**config.mk**
```make
export PLATFORM = sky130hd
export DESIGN_NAME = lockstep_ft_ctrl
export DESIGN_NICKNAME = d
export VERILOG_FILES = /design/src/rtl/lockstep_ft_ctrl.sv
export SDC_FILE = /design/constraint.sdc
export NUM_CORES = 2
export LEC_CHECK = 0
export ABC_CLOCK_PERIOD_IN_PS = 4300
export CORE_MARGIN = 5
export CORE_UTILIZATION = 40
export DETAILED_ROUTE_END_ITERATION = 12
export PLACE_DENSITY = 0.6
export SLEW_MARGIN = 5
export SYNTH_ARGS = -nofsm -noshare
export SYNTH_HDL_FRONTEND = slang
export SYNTH_SLANG_ARGS = --single-unit
```
**constraint.sdc**
```tcl
create_clock -name clk_i -period 4.3 [get_ports clk_i]
set_input_delay 1.29 -clock clk_i [delete_from_list [all_inputs] [get_ports clk_i]]
set_output_delay 1.29 -clock clk_i [all_outputs]
set_load 0.03 [all_outputs]
```
**src/rtl/lockstep_ft_ctrl.sv**
```systemverilog
// rtl/lockstep_ft_ctrl.sv - lockstep commit comparator with GPR/PC shadow and debug-port recovery.
// Optional recovered-fault counter enabled by LOCKSTEP_FT_ERR_COUNTER_EN.
module lockstep_ft_ctrl #(
   parameter int N_CORES = 2,
   parameter int N_REGS  = 32,
   parameter int HALT_TO = 64,
   parameter int CNT_W   = 8
) (
   input  logic                  clk_i,
   input  logic                  rst_ni,
   input  logic [N_CORES-1:0]    we_i,
   input  logic [N_CORES*5-1:0]  waddr_i,
   input  logic [N_CORES*32-1:0] wdata_i,
   input  logic [31:0]           pc_i,
   input  logic [N_CORES-1:0]    halted_i,
   output logic                  dbg_halt_o,
   output logic                  dbg_resume_o,
   output logic                  dbg_we_o,
   output logic [14:0]           dbg_addr_o,
   output logic [31:0]           dbg_wdata_o,
   output logic                  busy_o,
   output logic                  fatal_o,
   output logic [CNT_W-1:0]      err_count_o
);
   localparam int IW  = $clog2(N_REGS);
   localparam int TW  = $clog2(HALT_TO + 1);
   localparam int LC  = N_CORES - 1;
   localparam bit TMR = (N_CORES == 3);

   typedef enum logic [2:0] {IDLE, HALT, WREG, WPC, RESUME, FATAL} state_t;
   state_t state, state_nx;

   logic [31:0]   shadow [N_REGS];
   logic [31:0]   ckpt_pc;
   logic [IW-1:0] idx;
   logic [TW-1:0] halt_cnt;

   logic          eq01, eq02, eq12;
   logic          mismatch, all_differ, commit_ok;
   logic          sel_we;
   logic [4:0]    sel_addr;
   logic [31:0]   sel_data;

   function automatic logic tup_eq(input logic wa, input logic [4:0] aa, input logic [31:0] da,
                                   input logic wb, input logic [4:0] ab, input logic [31:0] db);
      return (wa == wb) && (!wa || (aa == ab && da == db));
   endfunction

   // LC aliases core 1 in a dual-core build, so eq02/eq12 stay in range and are simply unused
   assign eq01 = tup_eq(we_i[0], waddr_i[4:0], wdata_i[31:0], we_i[1], waddr_i[9:5], wdata_i[63:32]);
   assign eq02 = tup_eq(we_i[0], waddr_i[4:0], wdata_i[31:0],
                        we_i[LC], waddr_i[5*LC +: 5], wdata_i[32*LC +: 32]);
   assign eq12 = tup_eq(we_i[1], waddr_i[9:5], wdata_i[63:32],
                        we_i[LC], waddr_i[5*LC +: 5], wdata_i[32*LC +: 32]);

   always_comb begin
      sel_we     = we_i[0];
      sel_addr   = waddr_i[4:0];
      sel_data   = wdata_i[31:0];
      mismatch   = !eq01;
      all_differ = 1'b0;
      if (TMR) begin
         mismatch   = !(eq01 && eq02);
         all_differ = !eq01 && !eq02 && !eq12;
         if (!eq01 && !eq02 && eq12) begin
            sel_we   = we_i[1];
            sel_addr = waddr_i[9:5];
            sel_data = wdata_i[63:32];
         end
      end
   end

   assign commit_ok = (state == IDLE) && !all_differ && (TMR || !mismatch);

   always_ff @(posedge clk_i or negedge rst_ni) begin
      if (!rst_ni) begin
         for (int i = 0; i < N_REGS; i++) shadow[i] <= '0;
         ckpt_pc <= '0;
      end else begin
         if (state == IDLE && !mismatch) ckpt_pc <= pc_i;
         if (commit_ok && sel_we && sel_addr != 5'd0 && {27'd0, sel_addr} < 32'(N_REGS))
            shadow[sel_addr[IW-1:0]] <= sel_data;
      end
   end

   always_ff @(posedge clk_i or negedge rst_ni) begin
      if (!rst_ni) begin
         state    <= IDLE;
         idx      <= IW'(1);
         halt_cnt <= '0;
      end else begin
         state    <= state_nx;
         halt_cnt <= (state == HALT) ? halt_cnt + 1'b1 : '0;
         idx      <= (state == WREG) ? idx + 1'b1 : IW'(1);
      end
   end

   always_comb begin
      state_nx     = state;
      dbg_halt_o   = 1'b0;
      dbg_resume_o = 1'b0;
      dbg_we_o     = 1'b0;
      dbg_addr_o   = '0;
      dbg_wdata_o  = '0;
      busy_o       = 1'b0;
      fatal_o      = 1'b0;
      case (state)
         IDLE: begin
            if (all_differ)    state_nx = FATAL;
            else if (mismatch) state_nx = HALT;
         end
         HALT: begin
            dbg_halt_o = 1'b1;
            busy_o     = 1'b1;
            if (&halted_i)                         state_nx = WREG;
            else if (halt_cnt == TW'(HALT_TO - 1)) state_nx = FATAL;
         end
         WREG: begin
            dbg_halt_o  = 1'b1;
            busy_o      = 1'b1;
            dbg_we_o    = 1'b1;
            dbg_addr_o  = 15'h400 + 15'({idx, 2'b00});
            dbg_wdata_o = shadow[idx];
            if (idx == IW'(N_REGS - 1)) state_nx = WPC;
         end
         WPC: begin
            dbg_halt_o  = 1'b1;
            busy_o      = 1'b1;
            dbg_we_o    = 1'b1;
            dbg_addr_o  = 15'h2000;
            dbg_wdata_o = ckpt_pc;
            state_nx    = RESUME;
         end
         RESUME: begin
            dbg_resume_o = 1'b1;
            busy_o       = 1'b1;
            state_nx     = IDLE;
         end
         FATAL: begin
            dbg_halt_o = 1'b1;
            fatal_o    = 1'b1;
         end
         default: state_nx = IDLE;
      endcase
   end

`ifdef LOCKSTEP_FT_ERR_COUNTER_EN
   logic [CNT_W-1:0] err_cnt;

   // bumped on entry to RESUME so the new count is visible alongside the resume pulse
   always_ff @(posedge clk_i or negedge rst_ni) begin
      if (!rst_ni)                        err_cnt <= '0;
      else if (state == WPC && !(&err_cnt)) err_cnt <= err_cnt + 1'b1;
   end

   assign err_count_o = (state == FATAL) ? '0 : err_cnt;
`else
   assign err_count_o = '0;
`endif

endmodule

```
==> impl_metrics.yaml <==
outcome:
  run_status: "finished with violations"
  violations: "setup timing"
critical_path:
  r2r_setup_slack_ps: 1340
  crit_path_end_kind: "output port"
  crit_required_ps: 3010
  arrival_ps: 3420
  path_class: "flip-flop to output port"
  start_kind: "flip-flop"
  cp_max_fo: 8
cells_and_area:
  n_antenna_cell: 0
  drive_above_1_share: 0.523
  postLayoutCellArea_sq_um: 61800
  syn_to_final_growth_pct: 19.6
  final_nets: 3649
clock_tree:
  clk_latency_ps: 710
  cts_root_buffer: "clkbuf_16"
  cts_made_buffers: 113
  cts.sinks: 1071
  cts_buffer_depth: 3
  clkTransAtPathRegs_ps: 60
  cts_tree: "done"
  htreeDepth: 3
floorplan:
  core_sq_um: 128000
  fp.dieH_um: 369
  dieArea_sq_um: 136000
  rows: 131
  die_w_um: 369
  pin_count: 172
  initial_utilization: 0.404
timing:
  period_needed_ps: 4710
  fmax_ghz: 0.212
  drv_slew: 0
  worstMarginPinSlew_ps: 816
  timing.slew.headroom: 0.456
  finalHoldViolCount: 0
  finClkSkew_ps: 27.6
  fin_crit_sh: 1.10
  rsz0062_at_grt: "true"
  finalSetupViolCount: 32
  setup_slack_ps: -415
drt:
  drt_wl_total_um: 153000
  dr.pass1.iters: 5
  vias_per_cell: 5.71
  dr.first_iter.drc_count: 2243
  drt-wirelength-per-cell_um: 28.6
  vias: 30600
  drc_errors: 0
  antenna_left: 0
grt:
  overflow: 0
  grt_use_total: 0.224
  grt_max_degree: 106
  first_global_vias: 31800
  antenna_found_initial: 4
  grt_pass1_wl_um: 226000
synthesis:
  seq_area_frac_synth: 0.519
  synth-edff-count: 0
  synthTopCellsByArea: "dfrtp_1, mux2_2, mux4_2"
  synth_common_cells: "dfrtp_1, mux2_2, mux4_2"
  post-synth-top-area-fraction: 0.518
  synth_top_cell_by_area: "dfrtp_1"
  ys.flop_type: "dfrtp_1"
  yosysWarnings: 0
  synth_cell_types: 51
  ys_seq_elements: 1071
  syn_inst: 3312
  yosysMostFrequentCell: "dfrtp_1"
  async_flop_share: 1.00
  synthesis.area_sq_um: 51700
  syn_avg_cell_area_sq_um: 15.6
power_and_ir_drop:
  ir_worst_vdd_mv: 0.355
  total_power_mw: 25.6
  p_leak_nw: 30.0
  p_per_area_nw_per_um2: 414
placed_design:
  hpwlAfterDp_um: 99400
  portBuffers: 155
  place_congestion: 0.824
  pre_cts_slack_ps: -97.7
  detailed_place.area_sq_um: 56400
job:
  drv_cap: 0
hold_path:
  min_path_type: "flip-flop to flip-flop"
[critical path, cell delays in order (launching register included)]
cell	delay, ps
dfstp_4	670
buf_12	200
clkbuf_16	200
mux4_2	500
mux4_2	450
nor2_1	300
nor3_1	130
buf_4	190
[power breakdown]
group          switching (mW)  internal [mW]
logic                    3.14           2.16
clock network            4.15           5.86
registers               0.117           10.1
total                    7.41           18.2
[sequential cells by signal, indices dropped and copies added (netlist names)]
signal	flops
shadow	1024
ckpt_pc	32
halt_cnt	7
idx	5
state	3
[final timing paths]
path | from | end | depth (start not counted)
max | idx[0]$_DFF_PN1_ | dbg_wdata_o[13] | 7
min | shadow[1001]$_DFFE_PN0P_ | shadow[1001]$_DFFE_PN0P_ | 0
max reg2reg | state[0]$_DFFE_PN0P_ | shadow[826]$_DFFE_PN0P_ | 9
min reg2reg | shadow[1001]$_DFFE_PN0P_ | shadow[1001]$_DFFE_PN0P_ | 0
max in group asynchronous | rst_ni | shadow[997]$_DFFE_PN0P_ | 2
min in group asynchronous | rst_ni | shadow[94]$_DFFE_PN0P_ | 1
[logic make-up (layout without fill, tap and decap cells)]
kind of cell             count (synthesis)  after routing  share of synthesized area
multiplexers                          1312           1312                      0.358
flip-flops                            1071           1071                      0.519
AND/OR/NAND/NOR                        326            326                     0.0456
AO/OA/AOI/OAI                          167            167                     0.0257
XOR/XNOR                                42             42                    0.00712
buffers and inverters                  390            688                     0.0441
other                                    1             16                  0.0000726
adder cells (fa/ha/maj)                  3              3                   0.000726
[stage by stage]
stage          utilization  hold slack, ps  instances  TNS [ps]
6_report             0.483             371       5354    -10310
5_1_grt              0.483             382       5354    -12410
4_1_cts              0.480             376       5346    -12850
3_5_place_dp         0.441             363       5095    -23490
3_3_place_gp         0.441             360       5095    -20120
2_1_floorplan            -             425       3327         0
[layout by cell type, fill, tap and decap left out, types with 11 or more instances in the layout]
master,instances
clkbuf_1,24
nor2_4,13
o211ai_1,32
nand3_1,40
buf_16,14
conb_1,16
nor3_1,12
nand4_4,29
nor3_4,22
o221ai_1,13
nand2_1,14
mux4_2,288
clkbuf_16,118
buf_12,106
mux2_1,88
a211oi_2,14
mux2_2,800
o221ai_2,13
buf_6,27
clkdlybuf4s50_1,119
a221oi_1,32
buf_4,195
clkinv_2,23
nor2_2,15
xor2_1,23
mux2_4,136
o31ai_1,32
nor2b_1,73
xnor2_1,19
clkbuf_8,26
nor3_2,11
and3_1,44
dfrtp_1,1067
nor2_1,23
a211oi_1,17
[what timing repair did]
item | 4_1_cts | 5_1_grt
gates resized for setup | 116 | 88
pin swaps | 16 | 29
setup buffers | 32 | 15
hold buffers | 0 | 0
endpoints found under the hold margin | 0 | 0
cloned | 14 | 2
setup endpoints to repair | 38 | 36
[metal layers]
| metal | GRT usage | up-vias | wire length [um] | part of all wire |
|---|---|---|---|---|
| li1 | - | 12800 | - | - |
| met1 | 0.337 | 16800 | 71300 | 0.47 |
| met2 | 0.337 | 837 | 68900 | 0.45 |
| met3 | 0.0483 | 137 | 10600 | 0.070 |
| met4 | 0.0427 | 2 | 2080 | 0.014 |
| met5 | 0 | - | 12 | 0.000078 |
[area by class of cell]
cell class | count | area, sq um
repair buffers | 475 | 5710
well taps | 1729 | 2160
multi-input cells | 1866 | 23300
fillers | 10900 | 66200
flip-flops and latches | 1071 | 26800
inverters | 7 | 28.8
clock inverters | 40 | 459
clock buffers | 166 | 3350
No activity file was read; power rests on OpenSTA's default activity.
